<file path="src/rtl/scan_chain_pkg.sv">
// Shared definitions for the scan chain: default width, scan-mode encoding
// and the shift-counter width helper.
package scan_chain_pkg;

    localparam int SCAN_DEFAULT_WIDTH = 4;

    typedef enum logic {
        SCAN_CAPTURE = 1'b0,
        SCAN_SHIFT   = 1'b1
    } scan_mode_e;

    // Bits needed to count from 0 up to and including w.
    function automatic int cnt_width(input int w);
        return $clog2(w + 1);
    endfunction

endpackage

</file>
<file path="src/rtl/scan_chain_scan_cell.sv">
// Single mux-D scan flop: synchronous active-low reset, then shift (si)
// or functional capture (d) selected by scan_en.
module scan_cell
    import scan_chain_pkg::*;
(
    input  logic clk,
    input  logic rst_n,
    input  logic rst_val,
    input  logic scan_en,
    input  logic si,
    input  logic d,
    output logic q
);

    scan_mode_e mode;
    assign mode = scan_mode_e'(scan_en);

    always_ff @(posedge clk) begin
        if (!rst_n) begin
            q <= rst_val;
        end else if (mode == SCAN_SHIFT) begin
            q <= si;
        end else begin
            q <= d;
        end
    end

endmodule

</file>
<file path="src/rtl/scan_chain.sv">
// Parameterised mux-D scan chain of WIDTH cells, scan_in -> q[0] -> ... -> q[WIDTH-1].
// Optional shift counter / chain_loaded flag enabled by `define SCAN_SHIFT_CNT_EN.
module scan_chain
    import scan_chain_pkg::*;
#(
    parameter int               WIDTH     = SCAN_DEFAULT_WIDTH,
    parameter logic [WIDTH-1:0] RESET_VAL = {WIDTH{1'b0}}
) (
    input  logic             clk,
    input  logic             rst_n,
    input  logic             scan_en,
    input  logic             scan_in,
    input  logic [WIDTH-1:0] d,
    output logic [WIDTH-1:0] q,
    output logic             scan_out
`ifdef SCAN_SHIFT_CNT_EN
    ,
    output logic [cnt_width(WIDTH)-1:0] shift_cnt,
    output logic                        chain_loaded
`endif
);

    // Serial input of each cell: cell 0 takes scan_in, cell i takes q[i-1].
    logic [WIDTH-1:0] si_vec;
    assign si_vec = {q[WIDTH-2:0], scan_in};

    for (genvar i = 0; i < WIDTH; i++) begin : g_cell
        scan_cell u_cell (
            .clk     (clk),
            .rst_n   (rst_n),
            .rst_val (RESET_VAL[i]),
            .scan_en (scan_en),
            .si      (si_vec[i]),
            .d       (d[i]),
            .q       (q[i])
        );
    end

    assign scan_out = q[WIDTH-1];

`ifdef SCAN_SHIFT_CNT_EN
    localparam int CNT_W = cnt_width(WIDTH);
    localparam logic [CNT_W-1:0] CNT_MAX = CNT_W'(WIDTH);

    scan_mode_e cnt_mode;
    assign cnt_mode = scan_mode_e'(scan_en);

    // Counts shift edges since the last capture/reset, saturating at WIDTH.
    always_ff @(posedge clk) begin
        if (!rst_n) begin
            shift_cnt <= '0;
        end else if (cnt_mode == SCAN_CAPTURE) begin
            shift_cnt <= '0;
        end else if (shift_cnt != CNT_MAX) begin
            shift_cnt <= shift_cnt + CNT_W'(1);
        end
    end

    assign chain_loaded = (shift_cnt == CNT_MAX);
`endif

endmodule

</file>
<file path="config.mk">
export PLATFORM = sky130hd
export DESIGN_NAME = scan_chain
export DESIGN_NICKNAME = d
export VERILOG_FILES = /design/src/rtl/scan_chain_pkg.sv /design/src/rtl/scan_chain_scan_cell.sv /design/src/rtl/scan_chain.sv
export SDC_FILE = /design/constraint.sdc
export NUM_CORES = 1
export LEC_CHECK = 0
export BUFFER_PORTS_ARGS = -buffer_cell sky130_fd_sc_hd__buf_2
export CORE_AREA = 2 2 39 41
export DETAILED_ROUTE_END_ITERATION = 7
export DIE_AREA = 0 0 41 43
export PLACE_DENSITY_LB_ADDON = 0.15
export SETUP_SLACK_MARGIN = 0.15
export SLEW_MARGIN = 20
export SYNTH_ARGS = -nofsm -noshare
export SYNTH_HDL_FRONTEND = slang
export SYNTH_HIERARCHICAL = 1
export SYNTH_SLANG_ARGS = --single-unit
</file>
<file path="constraint.sdc">
create_clock -name clk -period 0.8 [get_ports clk]
set_input_delay 0.16 -clock clk [delete_from_list [all_inputs] [get_ports clk]]
set_output_delay 0.16 -clock clk [all_outputs]
set_load 0.02 [all_outputs]
</file>
==> out/metrics.cfg <==
[critical_path]
end_kind=primary output
critPathKind=reg -> out
cp_data_required_time_ns=0.64
worstPathCellList=buf_6
path_delay_family=flip-flops
crit_cells=1
crit_slowest_cell=dfxtp_2
cp.arrival_ns=0.68
r2r_cells=2
critPathBufInv=1
start_kind=flop
cp_max_fo=2
slowest_delay_ns=0.33

[sta]
finalSetupViolCount=5
whs_ns=0.200
fmax_mhz=1200
report.final.slew_viol_count=0
fin_worst_skew_ns=0.00430
finalSetupTns_ns=-0.153
rsz0062_at_grt=yes
period_share=1.04
setup_slack_ns=-0.0351
hold_viol_final=0
min_period_ns=0.835

[detailed_routing]
viasPerCell=3.29
dr.pass1.iters=2
vias=168
drc=0
drt-total-wl_um=385
wl_per_cell_um=7.55
first_iter_violations=1
postRouteAntennaNets=0

[layout]
reg_top3=g_cell.u_cell/q: 4 flops
final_core_util=0.223
nets=45
area_growth_pct=85.7
largest_reg_flops=4
regMostFlops=g_cell.u_cell/q
fin_cells=51
drive_above_1_share=0.543
fin_area_um2=309
n_antenna_cell=0

[place]
port_buffers=12
routabilityCongestion=0.553
placed_cells=48
dp_slack_ns=0.0663
place_area_um2=255

[pwr]
power.density_nw_per_um2=2010
leakagePower_nw=0.155
power_uw=620
max-vdd-ir-drop_mv=0.588

[grt]
overflow=0
grt_max_degree=9
grt_pass1_vias=159
antenna_found_initial=0
grt_util_all_layers=0.0662
grt_pass1_wl_um=634

[logic_synthesis]
syn_inst=18
synth_warnings=6
synth-edff-count=0
synth_area_um2=166
yosys-top-cells-area=dfxtp_1 (48%), mux2i_1 (24%), a21oi_1 (12%)
ys.flop_type=dfxtp_1
synth_top_cells_by_count=a21oi_1 (4), dfxtp_1 (4), mux2i_1 (4), nor2_1 (4)
synth_top_area_share=0.481
yosysTopAreaCell=dfxtp_1
ys_types=6
syn_area_per_cell_um2=9.25
async_reset_ff_frac=0
ys_ff_latch=4
ys_seq_area_frac=0.481

[die]
pin_count=13
core_area_um2=1380
chipWidth_um=41
start_util=0.120
die_h_um=43
num_rows=14
dieArea_um2=1760

[run_status]
violations=negative setup slack
status=finished with violations

[hold_path]
whs_path_depth=2
min_path_type=in -> reg

[clock_tree]
cts_hold_buffers=0
postCtsSetupRepairBufs=0
clk_path_buf_depth=2
cts-root-buf=clkbuf_4
numCtsBuffers=3
clock-sinks=4
cts_tree=yes
clkLatencyLatePin_ns=0.23
htree_levels=1
clk_pin_slew_ns=0.04

[run]
drv_cap=0

placed cells by master (no fill, tap or decap), drive strengths merged:
| master | count |
|---|---|
| buf | 12 |
| dfxtp | 4 |
| nor2 | 4 |
| conb | 4 |
| clkbuf | 3 |
| mux2i | 4 |
| a21oi | 4 |
per-layer routing:
layer | GRT usage | share of wire
met3 | 0.0628 | 0.15
met2 | 0.0719 | 0.38
met5 | 0 | 0
met4 | 0.0800 | 0.021
met1 | 0.0609 | 0.44
cell type report:
cell class	count	area (um^2)
well taps	16	20.0
repair buffers	12	91.3
fillers	154	1070
flip-flops and latches	4	85.1
clock buffers	3	22.5
multi-input cells	16	90.1
what timing repair did:
| item | 4_1_cts | 5_1_grt |
|---|---|---|
| hold endpoints to repair | 0 | 0 |
| setup endpoints to repair | 5 | 8 |
| pin swaps | 0 | 3 |
| gates resized for setup | 10 | 0 |
path summary, 6_finish.rpt:
path / start / endpoint / slack, ns
setup reg to reg: g_cell[0].u_cell/q$_DFF_P_ / g_cell[1].u_cell/q$_DFF_P_ / 0.17
hold / removal: rst_n / g_cell[0].u_cell/q$_DFF_P_ / 0.20
setup / recovery: g_cell[3].u_cell/q$_DFF_P_ / q[3] / -0.04
hold reg to reg: g_cell[2].u_cell/q$_DFF_P_ / g_cell[3].u_cell/q$_DFF_P_ / 0.53
report_power, final:
part / leakage [nW] / internal, mW / switching [mW] / total (mW)
combinational: 0.108 / 0.0733 / 0.0635 / 0.137
clock: 0.0138 / 0.167 / 0.0782 / 0.246
sequential: 0.0335 / 0.224 / 0.0134 / 0.238
total: 0.155 / 0.465 / 0.155 / 0.620
cells by family after synthesis:
| family | Yosys count | synth area share |
|---|---|---|
| simple gates | 4 | 0.0902 |
| flops | 4 | 0.481 |
| other cells | 1 | 0.0225 |
| mux | 4 | 0.241 |
| buf+inv | 1 | 0.0451 |
| compound gates | 4 | 0.120 |
Power figures use the tool's default switching activity.
